$ cat src/rtl/multi_channel_pattern_sequencer_pkg.sv
// seq_pkg: engine FSM states, ROM word field positions and the end-of-song marker
// shared by the multi-channel pattern sequencer files.
package seq_pkg;
    typedef enum logic [2:0] {
        S_IDLE,
        S_ORD_ADDR,
        S_ORD_DATA,
        S_PAT_ADDR,
        S_PAT_DATA,
        S_OUT
    } state_t;
    localparam int ORD_OFF_LSB = 0;
    localparam int ORD_LEN_LSB = 8;
    localparam int NOTE_PITCH_LSB = 0;
    localparam int NOTE_LEN_LSB = 6;
    localparam int NOTE_INSTR_LSB = 11;
    localparam logic [7:0] END_MARKER_LEN = 8'd0;
endpackage

$ cat src/rtl/multi_channel_pattern_sequencer_if.sv
// multi_channel_pattern_sequencer_if: note strobe/note output bundle plus the shared ROM port;
// master is the sequencer, slave is the tempo/voice/ROM side.
interface multi_channel_pattern_sequencer_if #(
    parameter int NUM_CH = 4,
    parameter int ADDR_W = 10
);
    logic [NUM_CH-1:0]   i_note_stb;
    logic [NUM_CH-1:0]   o_note_valid;
    logic [6*NUM_CH-1:0] o_note_pitch;
    logic [5*NUM_CH-1:0] o_note_len;
    logic [4*NUM_CH-1:0] o_note_instrument;
    logic [NUM_CH-1:0]   o_overrun;
    logic [NUM_CH-1:0]   o_halted;
    logic [ADDR_W-1:0]   o_rom_addr;
    logic [15:0]         i_rom_data;
    modport master (
        input  i_note_stb, i_rom_data,
        output o_note_valid, o_note_pitch, o_note_len, o_note_instrument, o_overrun, o_halted, o_rom_addr
    );
    modport slave (
        output i_note_stb, i_rom_data,
        input  o_note_valid, o_note_pitch, o_note_len, o_note_instrument, o_overrun, o_halted, o_rom_addr
    );
endinterface

$ cat src/rtl/multi_channel_pattern_sequencer_rr_arbiter.sv
// rr_arbiter: one-hot round-robin grant; the pointer names the highest-priority requester
// and moves past the winner whenever i_adv accepts a grant.
module rr_arbiter #(
    parameter int N = 4
) (
    input  logic         i_clk,
    input  logic         i_rst,
    input  logic [N-1:0] i_req,
    input  logic         i_adv,
    output logic [N-1:0] o_grant
);
    localparam int PW = N > 1 ? $clog2(N) : 1;
    logic [PW-1:0] r_ptr;
    logic [PW-1:0] w_next;
    logic [PW-1:0] w_idx;
    // scan from the farthest offset down so the nearest requester after the pointer wins
    always_comb begin
        o_grant = '0;
        w_next = r_ptr;
        w_idx = '0;
        for (int i = N - 1; i >= 0; i--) begin
            w_idx = PW'((int'(r_ptr) + i) % N);
            if (i_req[w_idx]) begin
                o_grant = '0;
                o_grant[w_idx] = 1'b1;
                w_next = PW'((int'(w_idx) + 1) % N);
            end
        end
    end
    always_ff @(posedge i_clk) begin
        if (i_rst) r_ptr <= '0;
        else if (i_adv && |i_req) r_ptr <= w_next;
    end
endmodule

$ cat src/rtl/multi_channel_pattern_sequencer.sv
// multi_channel_pattern_sequencer: serves NUM_CH note strobes from one shared synchronous ROM,
// walking per-channel order tables and patterns with a song loop point and empty-song halt.
module multi_channel_pattern_sequencer
    import seq_pkg::*;
#(
    parameter int NUM_CH       = 4,
    parameter int ADDR_W       = 10,
    parameter int ORDER_LEN    = 16,
    parameter int ORDER_BASE   = 0,
    parameter int PATTERN_BASE = 256,
    parameter int LOOP_IDX     = 0
) (
    input logic i_clk,
    input logic i_rst,
    multi_channel_pattern_sequencer_if.master bus
);
    localparam int CW = NUM_CH > 1 ? $clog2(NUM_CH) : 1;
    localparam int OW = ORDER_LEN > 1 ? $clog2(ORDER_LEN) : 1;
    state_t              r_state;
    logic [CW-1:0]       r_grant;
    logic                r_looped;
    logic [NUM_CH-1:0]   r_pending, r_in_pattern, r_halted, r_valid, r_overrun;
    logic [OW-1:0]       r_order_idx [NUM_CH];
    logic [ADDR_W-1:0]   r_pat_addr [NUM_CH];
    logic [7:0]          r_pat_len [NUM_CH];
    logic [7:0]          r_pat_count [NUM_CH];
    logic [6*NUM_CH-1:0] r_pitch;
    logic [5*NUM_CH-1:0] r_len;
    logic [4*NUM_CH-1:0] r_instr;
    logic [ADDR_W-1:0]   r_rom_addr;
    logic [NUM_CH-1:0]   w_grant_oh, w_stb, w_clr;
    logic [CW-1:0]       w_gidx;
    logic [7:0]          w_ord_len;
    logic                w_end;
    logic [ADDR_W-1:0]   w_pat_start;
    function automatic logic [ADDR_W-1:0] ord_addr(input logic [CW-1:0] ch, input logic [OW-1:0] idx);
        return ADDR_W'(ORDER_BASE + int'(ch) * ORDER_LEN + int'(idx));
    endfunction
    rr_arbiter #(.N(NUM_CH)) u_arb (
        .i_clk  (i_clk),
        .i_rst  (i_rst),
        .i_req  (r_pending),
        .i_adv  (r_state == S_IDLE),
        .o_grant(w_grant_oh)
    );
    always_comb begin
        w_gidx = '0;
        for (int c = 0; c < NUM_CH; c++) w_gidx = w_grant_oh[c] ? CW'(c) : w_gidx;
    end
    assign w_stb       = bus.i_note_stb & ~r_halted;
    assign w_ord_len   = bus.i_rom_data[ORD_LEN_LSB +: 8];
    assign w_end       = w_ord_len == END_MARKER_LEN;
    assign w_pat_start = ADDR_W'(PATTERN_BASE) + ADDR_W'(bus.i_rom_data[ORD_OFF_LSB +: 8]);
    // pending is released on the note pulse or when a second end marker halts the channel
    assign w_clr = (r_state == S_OUT || (r_state == S_ORD_DATA && w_end && r_looped))
                 ? NUM_CH'(1) << r_grant : '0;
    always_ff @(posedge i_clk) begin
        if (i_rst) begin
            r_state      <= S_IDLE;
            r_grant      <= '0;
            r_looped     <= 1'b0;
            r_pending    <= '0;
            r_in_pattern <= '0;
            r_halted     <= '0;
            r_valid      <= '0;
            r_overrun    <= '0;
            r_pitch      <= '0;
            r_len        <= '0;
            r_instr      <= '0;
            r_rom_addr   <= '0;
            for (int c = 0; c < NUM_CH; c++) begin
                r_order_idx[c] <= '0;
                r_pat_addr[c]  <= '0;
                r_pat_len[c]   <= '0;
                r_pat_count[c] <= '0;
            end
        end else begin
            r_pending  <= (r_pending & ~w_clr) | w_stb;
            r_overrun  <= w_stb & r_pending & ~w_clr;
            r_valid    <= '0;
            r_rom_addr <= '0;
            case (r_state)
                S_IDLE: if (|r_pending) begin
                    r_grant    <= w_gidx;
                    r_looped   <= 1'b0;
                    r_state    <= r_in_pattern[w_gidx] ? S_PAT_ADDR : S_ORD_ADDR;
                    r_rom_addr <= r_in_pattern[w_gidx] ? r_pat_addr[w_gidx] : ord_addr(w_gidx, r_order_idx[w_gidx]);
                end
                S_ORD_ADDR: r_state <= S_ORD_DATA;
                S_ORD_DATA: if (!w_end) begin
                    r_pat_addr[r_grant]  <= w_pat_start;
                    r_pat_len[r_grant]   <= w_ord_len;
                    r_pat_count[r_grant] <= 8'd1;
                    r_rom_addr           <= w_pat_start;
                    r_state              <= S_PAT_ADDR;
                end else if (!r_looped) begin
                    r_looped             <= 1'b1;
                    r_order_idx[r_grant] <= OW'(LOOP_IDX);
                    r_rom_addr           <= ord_addr(r_grant, OW'(LOOP_IDX));
                    r_state              <= S_ORD_ADDR;
                end else begin
                    r_halted[r_grant] <= 1'b1;
                    r_state           <= S_IDLE;
                end
                S_PAT_ADDR: r_state <= S_PAT_DATA;
                S_PAT_DATA: begin
                    r_pitch[6*r_grant +: 6] <= bus.i_rom_data[NOTE_PITCH_LSB +: 6];
                    r_len[5*r_grant +: 5]   <= bus.i_rom_data[NOTE_LEN_LSB +: 5];
                    r_instr[4*r_grant +: 4] <= bus.i_rom_data[NOTE_INSTR_LSB +: 4];
                    r_valid[r_grant]        <= 1'b1;
                    r_state                 <= S_OUT;
                end
                S_OUT: begin
                    r_in_pattern[r_grant] <= r_pat_count[r_grant] < r_pat_len[r_grant];
                    if (r_pat_count[r_grant] < r_pat_len[r_grant]) begin
                        r_pat_addr[r_grant]  <= r_pat_addr[r_grant] + ADDR_W'(1);
                        r_pat_count[r_grant] <= r_pat_count[r_grant] + 8'd1;
                    end else r_order_idx[r_grant] <= r_order_idx[r_grant] + OW'(1);
                    r_state <= S_IDLE;
                end
                default: r_state <= S_IDLE;
            endcase
        end
    end
    assign bus.o_note_valid      = r_valid;
    assign bus.o_note_pitch      = r_pitch;
    assign bus.o_note_len        = r_len;
    assign bus.o_note_instrument = r_instr;
    assign bus.o_overrun         = r_overrun;
    assign bus.o_halted          = r_halted;
    assign bus.o_rom_addr        = r_rom_addr;
endmodule

$ cat src/flat_wrapper.sv
// flat-port wrapper written by rule: the top's interface ports become plain ports
module multi_channel_pattern_sequencer_flat import seq_pkg::*;
#(
    parameter int NUM_CH       = 4,
    parameter int ADDR_W       = 10,
    parameter int ORDER_LEN    = 16,
    parameter int ORDER_BASE   = 0,
    parameter int PATTERN_BASE = 256,
    parameter int LOOP_IDX     = 0
)
  (i_clk, i_rst, bus_i_note_stb, bus_i_rom_data, bus_o_note_valid, bus_o_note_pitch, bus_o_note_len, bus_o_note_instrument, bus_o_overrun, bus_o_halted, bus_o_rom_addr);
  multi_channel_pattern_sequencer_if #(.NUM_CH(NUM_CH), .ADDR_W(ADDR_W)) bus_i ();
  input logic i_clk;
  input logic i_rst;
  input wire logic [$bits(bus_i.i_note_stb)-1:0] bus_i_note_stb;
  input wire logic [$bits(bus_i.i_rom_data)-1:0] bus_i_rom_data;
  output wire logic [$bits(bus_i.o_note_valid)-1:0] bus_o_note_valid;
  output wire logic [$bits(bus_i.o_note_pitch)-1:0] bus_o_note_pitch;
  output wire logic [$bits(bus_i.o_note_len)-1:0] bus_o_note_len;
  output wire logic [$bits(bus_i.o_note_instrument)-1:0] bus_o_note_instrument;
  output wire logic [$bits(bus_i.o_overrun)-1:0] bus_o_overrun;
  output wire logic [$bits(bus_i.o_halted)-1:0] bus_o_halted;
  output wire logic [$bits(bus_i.o_rom_addr)-1:0] bus_o_rom_addr;
  assign bus_i.i_note_stb = bus_i_note_stb;
  assign bus_i.i_rom_data = bus_i_rom_data;
  assign bus_o_note_valid = bus_i.o_note_valid;
  assign bus_o_note_pitch = bus_i.o_note_pitch;
  assign bus_o_note_len = bus_i.o_note_len;
  assign bus_o_note_instrument = bus_i.o_note_instrument;
  assign bus_o_overrun = bus_i.o_overrun;
  assign bus_o_halted = bus_i.o_halted;
  assign bus_o_rom_addr = bus_i.o_rom_addr;
  multi_channel_pattern_sequencer #(.NUM_CH(NUM_CH), .ADDR_W(ADDR_W), .ORDER_LEN(ORDER_LEN), .ORDER_BASE(ORDER_BASE), .PATTERN_BASE(PATTERN_BASE), .LOOP_IDX(LOOP_IDX)) u_core (.i_clk(i_clk), .i_rst(i_rst), .bus(bus_i));
endmodule
$ cat config.mk
export PLATFORM = sky130hd
export DESIGN_NAME = multi_channel_pattern_sequencer_flat
export DESIGN_NICKNAME = d
export VERILOG_FILES = /design/src/rtl/multi_channel_pattern_sequencer_pkg.sv /design/src/rtl/multi_channel_pattern_sequencer_if.sv /design/src/rtl/multi_channel_pattern_sequencer_rr_arbiter.sv /design/src/rtl/multi_channel_pattern_sequencer.sv /design/src/flat_wrapper.sv
export SDC_FILE = /design/constraint.sdc
export NUM_CORES = 1
export LEC_CHECK = 0
export CORE_MARGIN = 4
export CORE_UTILIZATION = 60
export DETAILED_ROUTE_END_ITERATION = 6
export GPL_TIMING_DRIVEN = 0
export HOLD_SLACK_MARGIN = 0.12
export PLACE_DENSITY = 0.83
export SYNTH_ARGS = -nofsm -noshare
export SYNTH_HDL_FRONTEND = slang
export SYNTH_SLANG_ARGS = --single-unit
export TNS_END_PERCENT = 50
$ cat constraint.sdc
create_clock -name i_clk -period 7.6 [get_ports i_clk]
set_clock_uncertainty 0.05 [all_clocks]
set_input_delay 0.76 -clock i_clk [delete_from_list [all_inputs] [get_ports i_clk]]
set_output_delay 0.76 -clock i_clk [all_outputs]
set_load 0.1 [all_outputs]
==> key figures <==
Clock tree
  • CTS Sinks: 220
  • # Post-CTS Setup Buffers: 0
  • CTS clk-pin slew, worst paths: 60 ps
  • CTS tree: done
  • Clock Latency Late Sink: 520 ps
  • H-tree Lvls: 1
  • CTS Root Cell: clkbuf_16
  • PostCTS Resize Cnt: 0
  • Cts bufs inserted: 23
  • Maximum buffer depth of the clock tree: 3
  • Post-CTS Hold Buffers: 0

Logic synthesis
  • Mapped Area: ~0.011 mm2
  • Number of synthesized flops with an enable pin: 120
  • Syn nets: between 1000 and 1500
  • #FFs+latches synth: 220
  • Fraction of registers with async set or reset after synthesis: 0%
  • Ys Warns: 0
  • Seq/Total Area, Yosys: 52.6%
  • Mapped Avg Cell Area: 10.3 um2
  • Synthesized instance count: 1031
  • Post-synth top flop: edfxtp_1
  • Synth cell types: 61

Floorplanning
  • Starting density of the core: 61.4%
  • Die footprint: 0.0199 mm2
  • I/O Pins: 104
  • Core area: 0.0174 mm2
  • Rows: 48
  • Die W: 141 um
  • Die Y: 141 um

STA
  • Crit share post-route: 74.5%
  • Period minus WS final: approximately 5700 ps
  • Slew headroom: 20.1%
  • Post-layout worst setup margin: 1940 ps
  • # setup viols final: 0
  • Fin. max-slew vios: 0
  • RSZ-0062 raised after global routing: no
  • Final hold vios: 0
  • Worst Tran Pin Value: between 1000 and 1500 ps
  • Achievable Freq: 177 MHz
  • Fin Setup TNS: 0 ps

Finish
  • Final Instance Area: around 0.013 mm2
  • # diodes: 0
  • Fillers: approximately 1200
  • Layout area overhead: 19.4%
  • Share of layout cells above drive strength 1: 8.16%
  • # nets final: 1205

Setup path
  • Worst-path maximum fanout: 18
  • Worst Path Arrival: 5740 ps
  • Worst reg2reg path depth: 13
  • CP endpoint kind: register
  • Critical path required time: 7680 ps
  • R2r endpoint: u_core.r_pat_count[3][4]
  • Reg-to-reg slack, setup: 1940 ps
  • Startpoint types: register
  • Crit Path Category: register to register

Placement
  • Placement Cell Area: 0.0120 mm2
  • Post-DP HPWL: about 21000 um
  • Gpl congestion: 0.959
  • Count of input and output buffers: 103
  • Pre-CTS WS: 2040 ps

Drt
  • Initial DRC Count: 877
  • Via count: 8809
  • Per-cell routed wire length: 21.2 um
  • Antenna Nets Post-Route: 0
  • Residual DRC count: 0
  • Vias per cell: 6.29
  • Final wirelength: between 20000 and 30000 um
  • 1st-pass router iterations: 5

Worst hold path
  • Hold depth: 2
  • Hold Path Class: register to register
  • Hold Crit Start: u_core.bus.o_note_len[7]
  • Min-Delay Endpoint: u_core.bus.o_note_len[7]

Global route
  • Largest net degree at the start of global routing: 19
  • GR Overflow Total: 0
  • First-pass GRT wire length: 46600 um
  • Total track usage: ~30%
  • Initial antenna violation count: 0
  • Vias in the first global route: approximately 8700

Power and ir drop
  • Peak supply drop: 0.000256 V
  • Pwr dens: 335 mW/mm2
  • Power consumption: 4.26 mW
  • Leak: 4.59 nW

Flow run
  • Max-Cap Viols: 0

Run status
  • Outcome: finished clean
-- stage by stage --
stage | cells | hold WS, ps | util [%]
2_1_floorplan | 1031 | 395 | -
3_3_place_gp | 1359 | 388 | 68.9
3_5_place_dp | 1359 | 394 | 68.9
4_1_cts | 1401 | 404 | 73.2
5_1_grt | 1401 | 428 | 73.2
6_report | 1401 | 401 | 73.2
-- state kept, by name, indices dropped and copies added (netlist names), 10 cells and up, named ones only --
register	flops
u_core.r_pat_addr	40
u_core.r_pat_count	32
u_core.r_pat_len	32
u_core.bus.o_note_pitch	24
u_core.bus.o_note_len	20
u_core.bus.o_note_instrument	16
u_core.r_order_idx	16
u_core.bus.o_rom_addr	10
-- critical path, cell delays in order, from the launching register on --
cell      delay (ps)
dfxtp_1          390
buf_1            560
buf_1            630
clkbuf_1         620
mux4_2           420
inv_1             70
ha_1             210
o21a_1           180
o21a_1           160
o21ai_0          330
o21bai_1         310
nor2_1           370
o211ai_1         150
nand2b_1         810
-- layer usage --
metal / wire length [um] / vias to the layer above / part of all wire (%) / global-route usage [%]
li1: - / 3992 / - / -
met1: 11900 / 4210 / 40 / 40.7
met2: 13900 / 515 / 47 / 47.1
met3: 2930 / 92 / 9.9 / 6.48
met4: 1040 / 0 / 3.5 / 10.1
met5: 0 / - / 0 / 0
-- logic make-up after synthesis --
group           after synthesis  synth area share, %
xor+xnor                     18                 1.48
compound gates              206                 12.1
buf+inv                      99                 3.65
mux                          54                 9.15
flops                       220                 52.6
fa+ha+maj                    24                 2.82
simple gates                410                 18.2
-- placed cells by master, fill, tap and decap left out, types with 33 or more instances in the layout --
| cell | synthesis | layout |
|---|---|---|
| a21oi_1 | 86 | 86 |
| clkbuf_1 | 49 | 54 |
| clkdlybuf4s50_1 | 0 | 103 |
| dfxtp_1 | 100 | 100 |
| edfxtp_1 | 120 | 120 |
| inv_1 | 34 | 34 |
| mux4_2 | 34 | 34 |
| nand2_1 | 94 | 94 |
| nand3_1 | 48 | 48 |
| nor2_1 | 132 | 132 |
| o21ai_0 | 33 | 33 |
-- worst max path at each step --
stage / start / end / cells after the start
after global placement: register / u_core.r_pat_count[3][4] / 12
after CTS: register / u_core.r_pat_count[3][3] / 12
after floorplan: register / u_core.r_pat_addr[3][0] / 13
after global routing: register / u_core.r_pat_count[3][4] / 13
final: register / u_core.r_pat_count[3][4] / 13
after detailed placement: register / u_core.r_pat_count[3][6] / 12
-- area by class of cell --
type	count	area [um2]	area share [%]
Tap cell	225	282	2.21
Clock buffer	34	679	5.34
Multi-Input combinational cell	712	4660	36.6
Sequential cell	220	5610	44.1
Clock inverter	8	70.1	0.551
Timing Repair Buffer	103	1030	8.11
Buffer	63	254	2.00
Inverter	36	135	1.06
-- cell usage after synthesis, types with 20 or more instances --
master,instances,share of area (%)
clkbuf_1,49,1.7
ha_1,24,2.8
inv_1,34,1.2
nor2b_1,20,1.2
edfxtp_1,120,34
nand2_1,94,3.3
a21oi_1,86,4.0
o21ai_0,33,1.6
nand3_1,48,2.3
nor2_1,132,4.7
a22oi_1,28,2.0
mux4_2,34,7.2
dfxtp_1,100,19
and3_1,29,1.7
nor3_1,22,1.0
-- power by group --
part	switching [mW]	internal, mW	total (mW)	leakage, nW
Clock	0.473	0.654	1.13	0.371
Sequential	0.0616	1.36	1.42	2.04
Combinational	1.14	0.569	1.71	2.18
Power figures use the tool's default switching activity.
